==> config.mk <==
export PLATFORM = sky130hd
export DESIGN_NAME = coeff_load_sequencer
export DESIGN_NICKNAME = d
export VERILOG_FILES = /design/src/rtl/coeff_load_sequencer.sv
export SDC_FILE = /design/constraint.sdc
export NUM_CORES = 1
export LEC_CHECK = 0
export ABC_AREA = 1
export CORE_MARGIN = 8
export CORE_UTILIZATION = 46
export DETAILED_ROUTE_END_ITERATION = 16
export HOLD_SLACK_MARGIN = 0.12
export PLACE_DENSITY_LB_ADDON = 0.2
export SETUP_SLACK_MARGIN = 0.2
export SLEW_MARGIN = 30
export SYNTH_ARGS = -nofsm -noshare
export SYNTH_HDL_FRONTEND = slang
export SYNTH_SLANG_ARGS = --single-unit
==> constraint.sdc <==
create_clock -name iClk_12M -period 1.4 [get_ports iClk_12M]
set_input_delay 0.28 -clock iClk_12M [delete_from_list [all_inputs] [get_ports iClk_12M]]
set_output_delay 0.28 -clock iClk_12M [all_outputs]
set_load 0.01 [all_outputs]
==> src/rtl/coeff_load_sequencer.sv <==
// Coefficient-RAM command sequencer for the FIR controller: write burst, release, read sweeps, handoff.
// Optional build macro COEFF_CHECKSUM_EN adds oChecksum, the 16-bit wrapping sum of the accepted taps.
module coeff_load_sequencer #(
    parameter int P_NUM_TAP = 33,
    parameter int P_ADDR_W  = 6,
    parameter int P_DATA_W  = 16
) (
    input  logic                       iClk_12M,
    input  logic                       iRsn,
    input  logic                       iUpdateReq,
    input  logic                       iCoeffValid,
    input  logic signed [P_DATA_W-1:0] iCoeffData,
    output logic                       oCoeffReady,
    input  logic                       iSampleEn,
    output logic                       oCoeffiUpdateFlag,
    output logic                       oCsnRam,
    output logic                       oWrnRam,
    output logic [P_ADDR_W-1:0]        oAddrRam,
    output logic signed [P_DATA_W-1:0] oWrDtRam,
    output logic                       oLoadDone,
`ifdef COEFF_CHECKSUM_EN
    output logic [15:0]                oChecksum,
`endif
    output logic                       oOverrun
);

    localparam int CNT_W = $clog2(P_NUM_TAP + 1);
    localparam logic [CNT_W-1:0]    NUM_TAP   = CNT_W'(P_NUM_TAP);
    localparam logic [P_ADDR_W-1:0] LAST_ADDR = P_ADDR_W'(P_NUM_TAP - 1);

    typedef enum logic [2:0] {
        ST_IDLE, ST_WRITE, ST_RELEASE, ST_RUN, ST_SWEEP, ST_HANDOFF
    } state_t;

    state_t           state;
    logic [CNT_W-1:0] wrCnt;
    logic             armHold;
    logic             relCnt;
    logic             updPend;
    logic             accept;

`ifdef COEFF_CHECKSUM_EN
    function automatic logic [15:0] csumAdd(input logic [15:0] acc,
                                            input logic signed [P_DATA_W-1:0] d);
        logic signed [15:0] ext;
        ext = 16'(d);
        return acc + ext;
    endfunction
`endif

    assign accept = iCoeffValid && oCoeffReady;

    always_ff @(posedge iClk_12M) begin
        if (!iRsn) begin
            state             <= ST_IDLE;
            wrCnt             <= '0;
            armHold           <= 1'b0;
            relCnt            <= 1'b0;
            updPend           <= 1'b0;
            oCoeffReady       <= 1'b0;
            oCoeffiUpdateFlag <= 1'b0;
            oCsnRam           <= 1'b1;
            oWrnRam           <= 1'b1;
            oAddrRam          <= '0;
            oWrDtRam          <= '0;
            oLoadDone         <= 1'b0;
            oOverrun          <= 1'b0;
`ifdef COEFF_CHECKSUM_EN
            oChecksum         <= '0;
`endif
        end else begin
            oLoadDone <= 1'b0;
            oOverrun  <= 1'b0;
            case (state)
                ST_IDLE: begin
                    if (iUpdateReq) begin
                        state       <= ST_WRITE;
                        wrCnt       <= '0;
                        armHold     <= 1'b0;
                        oCoeffReady <= 1'b1;
`ifdef COEFF_CHECKSUM_EN
                        oChecksum   <= '0;
`endif
                    end
                end
                ST_WRITE: begin
                    oOverrun <= iSampleEn;
                    if (accept) begin
                        oCoeffiUpdateFlag <= 1'b1;
                        oCsnRam           <= 1'b0;
                        oWrnRam           <= 1'b0;
                        oAddrRam          <= P_ADDR_W'(wrCnt);
                        oWrDtRam          <= iCoeffData;
                        wrCnt             <= wrCnt + CNT_W'(1);
                        // The first beat also arms the controller, so it stays on the bus one extra cycle.
                        armHold           <= (wrCnt == '0);
                        oCoeffReady       <= (wrCnt != '0) && (int'(wrCnt) + 1 < P_NUM_TAP);
`ifdef COEFF_CHECKSUM_EN
                        oChecksum         <= csumAdd(oChecksum, iCoeffData);
`endif
                    end else begin
                        armHold     <= 1'b0;
                        oCoeffReady <= (wrCnt < NUM_TAP);
                        if (wrCnt == NUM_TAP && !armHold) begin
                            state             <= ST_RELEASE;
                            relCnt            <= 1'b0;
                            oCoeffiUpdateFlag <= 1'b0;
                            oCsnRam           <= 1'b1;
                            oWrnRam           <= 1'b1;
                            oAddrRam          <= '0;
                            oWrDtRam          <= '0;
                        end
                    end
                end
                ST_RELEASE: begin
                    oOverrun <= iSampleEn;
                    relCnt   <= 1'b1;
                    if (relCnt) begin
                        state     <= ST_RUN;
                        oLoadDone <= 1'b1;
                    end
                end
                ST_RUN: begin
                    if (iSampleEn) begin
                        state    <= ST_SWEEP;
                        oCsnRam  <= 1'b0;
                        oAddrRam <= '0;
                        oWrDtRam <= '0;
                        updPend  <= updPend || iUpdateReq;
                    end else if (iUpdateReq || updPend) begin
                        state             <= ST_HANDOFF;
                        oCoeffiUpdateFlag <= 1'b1;
                        oWrnRam           <= 1'b0;
                        updPend           <= 1'b0;
                    end
                end
                ST_SWEEP: begin
                    oOverrun <= iSampleEn;
                    if (oAddrRam == LAST_ADDR) begin
                        oCsnRam  <= 1'b1;
                        oAddrRam <= '0;
                        if (updPend || iUpdateReq) begin
                            state             <= ST_HANDOFF;
                            oCoeffiUpdateFlag <= 1'b1;
                            oWrnRam           <= 1'b0;
                            updPend           <= 1'b0;
                        end else begin
                            state <= ST_RUN;
                        end
                    end else begin
                        oAddrRam <= oAddrRam + P_ADDR_W'(1);
                        updPend  <= updPend || iUpdateReq;
                    end
                end
                ST_HANDOFF: begin
                    oOverrun          <= iSampleEn;
                    state             <= ST_WRITE;
                    wrCnt             <= '0;
                    armHold           <= 1'b0;
                    oCoeffReady       <= 1'b1;
                    oCoeffiUpdateFlag <= 1'b0;
                    oWrnRam           <= 1'b1;
`ifdef COEFF_CHECKSUM_EN
                    oChecksum         <= '0;
`endif
                end
                default: state <= ST_IDLE;
            endcase
        end
    end

endmodule

==> run_results.csv, run 1 <==
group,metric,value,unit
run_status,status,"finished, violations left",
run_status,violations,"setup timing",
floorplan,initial_core_util,47.4,%
layout,fillers,286,
layout,seq_area,835,um^2
clock_tree,cts-root-buf,"clkbuf_8",
synth,synthArstFlopShare,0,%
timing,finClkSkew,0.00942,ns
floorplan,die_y,85.8,um
layout,syn_to_final_growth,68.4,%
global_route,overflow,0,
power_and_ir_drop,power.density,2140,nW/um^2
clock_tree,clkTransAtPathRegs,0.08,ns
synth,synth_top_area_share,35.7,%
routing,drc_errors,0,
timing,setup_viol,8,
layout,num_antenna_cells,0,
power_and_ir_drop,leakagePower,1.65,nW
floorplan,pin_count,49,
hold_path,hp-class,"register to register",
routing,ant_nets,0,
global_route,grt_pass1_vias,2423,
floorplan,num_rows,25,
timing,rsz0062_at_grt,"true",
routing,drt_iter0_drc,230,
layout,drive_above_1_share,41.6,%
clock_tree,insertion_delay,0.30,ns
synth,netlist_instances,337,
timing,tightestPinTransition,0.379,ns
timing,relSlewSlack,74.7,%
synth,yosysSeqAreaShare,35.7,%
hold_path,hold_start,"oWrnRam$_SDFFE_PN1P_",
critical_path,cp_max_fo,8,
place,hpwlAfterDp,4.42,mm
place,placed_cells,470,
synth,yosys-top-cells-area,"dfxtp_1 (36%), nand2_1 (13%), nor2_1 (10%)",
synth,avgSynthCellArea,6.65,um^2
critical_path,cp-start-kind,"register",
synth,synth_enable_flop_cells,0,
clock_tree,postCtsHoldBufs,0,
synth,yosysTopAreaCell,"dfxtp_1",
clock_tree,cts_buffer_depth,2,
global_route,antenna_found_initial,0,
clock_tree,cts_max_level,2,
layout,instances_no_fill,502,
floorplan,dieArea,7360,um^2
critical_path,crit_path_end_kind,"register",
layout,layout.nets,461,
global_route,grt_use_total,18.0,%
synth,synth_fp_nets,364,
critical_path,required,1.62,ns
layout,multi_input_area,1630,um^2
critical_path,slowest_stage,"dfxtp_4",
timing,hold_viol_final,0,
routing,vias_per_cell,5.27,
synth,ys_types,29,
flow_run,cap_violations,0,
timing,fin_ws,-0.102,ns
synth,ys_warn_count,0,
place,finalWeightedCongestion,0.926,
critical_path,crit_path_frequent_cell,"nor2_1",
critical_path,crit_path_max_incr_delay,0.35,ns
place,numPortBuffers,48,
timing,max_freq,666,MHz
synth,mappedNetlistArea,2240,um^2
floorplan,core,4720,um^2
clock_tree,tritoncts,"built",
timing,final.hold.worst_slack,0.461,ns
critical_path,arrival,1.72,ns
timing,fin_crit,1.50,ns
timing,finalSetupTns,-0.419,ns
timing,fin_crit_sh,107,%
clock_tree,cts_buffers,5,
global_route,grt_pass1_wl,10.8,mm
global_route,grt_max_degree,33,
routing,wire_per_inst,15.5,um
routing,firstDrtPassIters,5,
synth,ys.flop_type,"dfxtp_1",
critical_path,worstPathCellList,"inv_4 -> ha_4 -> nand3_4 -> o21ai_4 -> nand3_1 -> nor2_2 -> nor2_1 -> nor2_1",
critical_path,path_class,"register to register",
clock_tree,cts.sinks,40,
power_and_ir_drop,ir_worst_vdd,0.00110,V
critical_path,critPathLaunch,"oAddrRam[0]$_SDFFE_PN0P_",
routing,routed_wl,7.78,mm
critical_path,r2r-start,"oAddrRam[0]$_SDFFE_PN0P_",
synth,ys_ff_latch,40,
timing,drv_slew,0,
routing,vias,2648,
critical_path,r2r_slack,-0.10,ns
floorplan,die_w,85.8,um
-- layout make-up --
cell class / count / share of cell area (%)
timing repair buffer: 98 / 24.3
clock inverter: 1 / 0.796
clock buffer: 7 / 2.59
sequential: 40 / 22.1
tap: 67 / 2.22
inverter: 37 / 4.77
multi-input combinational: 252 / 43.2
-- routing by layer --
metal	vias to the layer above	routed length [um]	global-route usage [%]
met1	1220	3100	20.1
li1	1272	-	-
met4	0	272	8.12
met5	-	0	0
met3	29	507	5.44
met2	127	3900	30.7
-- synthesized netlist by cell type, types with 2 or more instances --
library cell,number
nand2_1,77
nor2_1,60
dfxtp_1,40
inv_1,33
o21ai_0,27
a21oi_1,23
nand3_1,20
ha_1,6
nor3_1,6
nand4_1,5
nor2_2,4
buf_6,3
clkbuf_1,3
inv_2,3
nand2_2,3
nand2_4,3
nor2_4,3
buf_2,2
buf_4,2
nand3_2,2
o211ai_1,2
o21ai_2,2
xor2_1,2
-- stage by stage --
step / util, % / setup WS [ns] / instance area [um^2] / total power, mW
2_1_floorplan: - / 0.0562 / 2330 / 4.15
3_3_place_gp: 64.9 / -0.301 / 3070 / 5.51
3_5_place_dp: 64.9 / -0.344 / 3070 / 5.55
4_1_cts: 73.7 / 0.0247 / 3480 / 7.14
5_1_grt: 79.9 / -0.178 / 3770 / 8.57
6_report: 79.9 / -0.102 / 3770 / 8.08
-- worst paths after layout --
check	cells after the start	end
max reg2reg	8	state[1]$_SDFFE_PN0P_
max	8	state[1]$_SDFFE_PN0P_
min	2	oWrnRam$_SDFFE_PN1P_
min reg2reg	2	oWrnRam$_SDFFE_PN1P_
-- power by group --
group | total [mW] | internal, mW | switching, mW
Clock | 1.06 | 0.641 | 0.422
Combinational | 5.13 | 2.27 | 2.86
Sequential | 1.88 | 1.58 | 0.303
-- layout by cell type, fill, tap and decap left out, drive strengths merged --
cell type	n
dfxtp	40
xor2	2
nor3b	1
clkdlybuf4s50	19
o211ai	2
a21oi	23
ha	6
dlymetal6s2s	1
dlygate4sd2	2
nor2	67
buf	54
clkbuf	18
xnor2	1
nand3	23
nand3b	1
nor3	6
clkdlybuf4s15	11
inv	36
nand2	85
o21ai	30
bufinv	1
clkinvlp	1
nand4	5
-- worst max-delay path: cells and delay by family, from the launching register on --
family | cells | cell delay (ns)
simple gates | 5 | 0.62
flops | 1 | 0.35
compound gates | 1 | 0.27
fa+ha+maj | 1 | 0.13
buf+inv | 1 | 0.06
-- registers in the layout (all words and copies together), names as in the netlist, 3 cells and up --
register	flops
state	3
oAddrRam	6
oWrDtRam	16
wrCnt	6
-- kinds of logic after synthesis --
kind of cell	share of synthesized area, %
xor+xnor	1.17
fa+ha+maj	3.35
flops	35.7
compound gates	12.8
buf+inv	9.44
simple gates	37.5
-- timing repair --
action | 4_1_cts | 5_1_grt
buffers inserted | 10 | 12
pin swaps | 30 | 15
cloned | 2 | 0
resized for setup | 113 | 99
endpoints found under the setup margin | 65 | 65
Power figures use the tool's default switching activity.
==> run 2, diff against run 1 <==
--- a/config.mk
+++ b/config.mk
@@ -6,7 +6,6 @@
 export NUM_CORES = 1
 export LEC_CHECK = 0
 export ABC_AREA = 1
-export CORE_MARGIN = 8
 export CORE_UTILIZATION = 46
 export DETAILED_ROUTE_END_ITERATION = 16
 export HOLD_SLACK_MARGIN = 0.12
@@ -16,3 +15,4 @@
 export SYNTH_ARGS = -nofsm -noshare
 export SYNTH_HDL_FRONTEND = slang
 export SYNTH_SLANG_ARGS = --single-unit
+export TNS_END_PERCENT = 5
==> run 2 against run 1 <==
Largest power group unchanged. The flow still finishes with violations (setup timing). Die area down 30%. Utilization down 12 points. Critical endpoint is now state[0]$_SDFFE_PN0P_. Cell area down 16%.
==> run_results.csv, run 2 (synthesized netlist as in run 1, its figures left out) <==
group,metric,value,unit
run_status,status,"finished, violations left",
run_status,violations,"setup timing",
timing,finClkSkew,0.00806,ns
timing,final.hold.worst_slack,0.454,ns
critical_path,path_depth,10,
timing,drv_slew,0,
place,place_ws,-0.362,ns
routing,vias_per_cell,5.01,
clock_tree,cts_max_level,2,
power_and_ir_drop,ir_worst_vdd,0.00103,V
routing,drt_iter0_drc,161,
timing,finalSetupTns,-0.0424,ns
clock_tree,cts_buffer_depth,2,
clock_tree,postCtsHoldBufs,0,
clock_tree,cts_buffers,5,
global_route,grt_use_total,23.6,%
floorplan,die_y,71.8,um
critical_path,rr_worst_depth,9,
layout,drive_above_1_share,27.7,%
timing,rsz0062_at_grt,"true",
timing,hold_viol_final,0,
timing,tightestPinTransition,0.413,ns
critical_path,cp-start-kind,"input pin",
power_and_ir_drop,leakagePower,1.45,nW
critical_path,cp_max_fo,4,
critical_path,r2r-start,"wrCnt[0]$_SDFFE_PN0P_",
critical_path,critPathLaunch,"iCoeffValid",
routing,wire_per_inst,12.1,um
clock_tree,cts-root-buf,"clkbuf_8",
critical_path,path_class,"input pin to register",
routing,routed_wl,5.69,mm
global_route,grt_max_degree,17,
global_route,grt_pass1_vias,2100,
layout,final_cell_mix,"nand2_1 (73), nor2_1 (59), dfxtp_1 (30), buf_4 (28), inv_1 (26)",
flow_run,cap_violations,0,
timing,max_freq,706,MHz
layout,multi_input_area,1360,um^2
place,hpwlAfterDp,4.25,mm
critical_path,slowest_stage,"clkdlybuf4s50_1",
global_route,grt_pass1_wl,9.62,mm
global_route,antenna_found_initial,0,
place,detailed_place.area,3000,um^2
critical_path,crit_path_end_kind,"register",
floorplan,num_rows,25,
critical_path,required,1.60,ns
clock_tree,tritoncts,"built",
layout,num_antenna_cells,0,
critical_path,r2r-end,"oWrDtRam[9]$_SDFFE_PN0P_",
critical_path,cp_num_buf_inv,3,
timing,fin_crit,1.42,ns
power_and_ir_drop,power.total,6.57,mW
floorplan,dieArea,5150,um^2
timing,relSlewSlack,72.2,%
layout,syn_to_final_growth,41.6,%
layout,seq_area,823,um^2
clock_tree,insertion_delay,0.30,ns
global_route,overflow,0,
place,finalWeightedCongestion,0.920,
routing,ant_nets,0,
layout,layout.nets,441,
clock_tree,cts.sinks,40,
routing,drc_errors,0,
routing,vias,2350,
layout,final_common_cell,"nand2_1",
layout,fillers,420,
critical_path,r2r_slack,-0.01,ns
clock_tree,clkTransAtPathRegs,0.08,ns
place,numPortBuffers,48,
hold_path,hp-class,"register to register",
floorplan,initial_core_util,47.8,%
critical_path,worstSetupEndpoint,"state[0]$_SDFFE_PN0P_",
critical_path,crit_path_max_incr_delay,0.40,ns
timing,fin_crit_sh,101,%
power_and_ir_drop,power.density,2070,nW/um^2
layout,top_register,"oWrDtRam",
timing,fin_ws,-0.0163,ns
critical_path,crit_path_frequent_cell,"nand2_1",
layout,top_regs,"oWrDtRam (16), oAddrRam (6), wrCnt (6)",
layout,largest_register_ffs,16,
floorplan,core,4690,um^2
critical_path,arrival,1.61,ns
timing,setup_viol,4,
floorplan,pin_count,49,
routing,firstDrtPassIters,4,
critical_path,worstPathCellList,"clkdlybuf4s50_1 -> nand2_1 -> inv_2 -> buf_4 -> nand2_1 -> nand3_1 -> nor2_1 -> nand3_1 -> nand2_1 -> nor2_1",
floorplan,die_w,71.8,um
layout,finalInstanceArea,3170,um^2
critical_path,critPathTopFamily,"simple AND/OR/NAND/NOR gates",
run 2: changes by cell type in the layout (fill, tap and decap cells not counted), moves of 4 or more:
| cell | delta |
|---|---|
| inv_4 | -5 |
| nand2_4 | -7 |
| nor2_1 | +5 |
| buf_6 | -17 |
| clkdlybuf4s15_1 | -4 |
| o21ai_2 | -9 |
| a21oi_1 | +6 |
| o21ai_0 | +9 |
| nand2_2 | -8 |
| inv_1 | +5 |
| a21oi_2 | -5 |
| nand2_1 | +15 |
run 2: report_power, final:
part	internal [mW]	switching (mW)
clock	0.537	0.436
combinational	1.56	2.17
sequential	1.57	0.295
run 2: what timing repair did:
item / 4_1_cts / 5_1_grt
setup endpoints to repair: 68 / 64
pin swaps: 3 / 8
resized for setup: 56 / 65
setup buffers: 0 / 1
run 2: how the worst min path moves through the flow:
| stage | cells after the start | slack (ns) | to | start |
|---|---|---|---|---|
| 2_1_floorplan | 2 | 0.41 | oOverrun$_SDFF_PN0_ | iSampleEn |
| 3_3_place_gp | 2 | 0.44 | oWrnRam$_SDFFE_PN1P_ | oWrnRam$_SDFFE_PN1P_ |
| 3_5_place_dp | 2 | 0.44 | oWrnRam$_SDFFE_PN1P_ | oWrnRam$_SDFFE_PN1P_ |
| 4_1_cts | 2 | 0.46 | oWrnRam$_SDFFE_PN1P_ | oWrnRam$_SDFFE_PN1P_ |
| 5_1_grt | 2 | 0.47 | oWrnRam$_SDFFE_PN1P_ | oWrnRam$_SDFFE_PN1P_ |
| 6_report | 2 | 0.45 | oWrnRam$_SDFFE_PN1P_ | oWrnRam$_SDFFE_PN1P_ |
run 2: metrics by stage:
stage | std cells | util [%]
5_1_grt | 469 | 67.6
4_1_cts | 468 | 66.5
2_1_floorplan | 337 | -
6_report | 469 | 67.6
3_5_place_dp | 460 | 63.9
3_3_place_gp | 460 | 63.9
run 2: layout make-up:
type                            instances  share of cell area (%)
Inverter                               37                    4.61
Clock buffer                            5                    2.17
Sequential cell                        40                    25.9
Timing Repair Buffer                   80                    20.8
Tap cell                               54                    2.13
Multi-Input combinational cell        250                    42.9
Clock inverter                          3                    1.50
run 2: routing by layer:
metal	global-route usage [%]	wire length (um)	part of all wire, %
met5	0	0	0
met4	8.28	87	1.5
met3	5.77	266	4.7
met2	37.3	2700	47
met1	31.5	2640	46
run 2: worst reg2reg max path, stage by stage, from the launching register on:
cell and delay, ns:
dfxtp_2 0.36, ha_1 0.15, nand2_1 0.05, inv_1 0.06
nand3_2 0.10, nand2_4 0.16, nand2_8 0.11, buf_4 0.18
a21oi_2 0.11, nor2_1 0.05
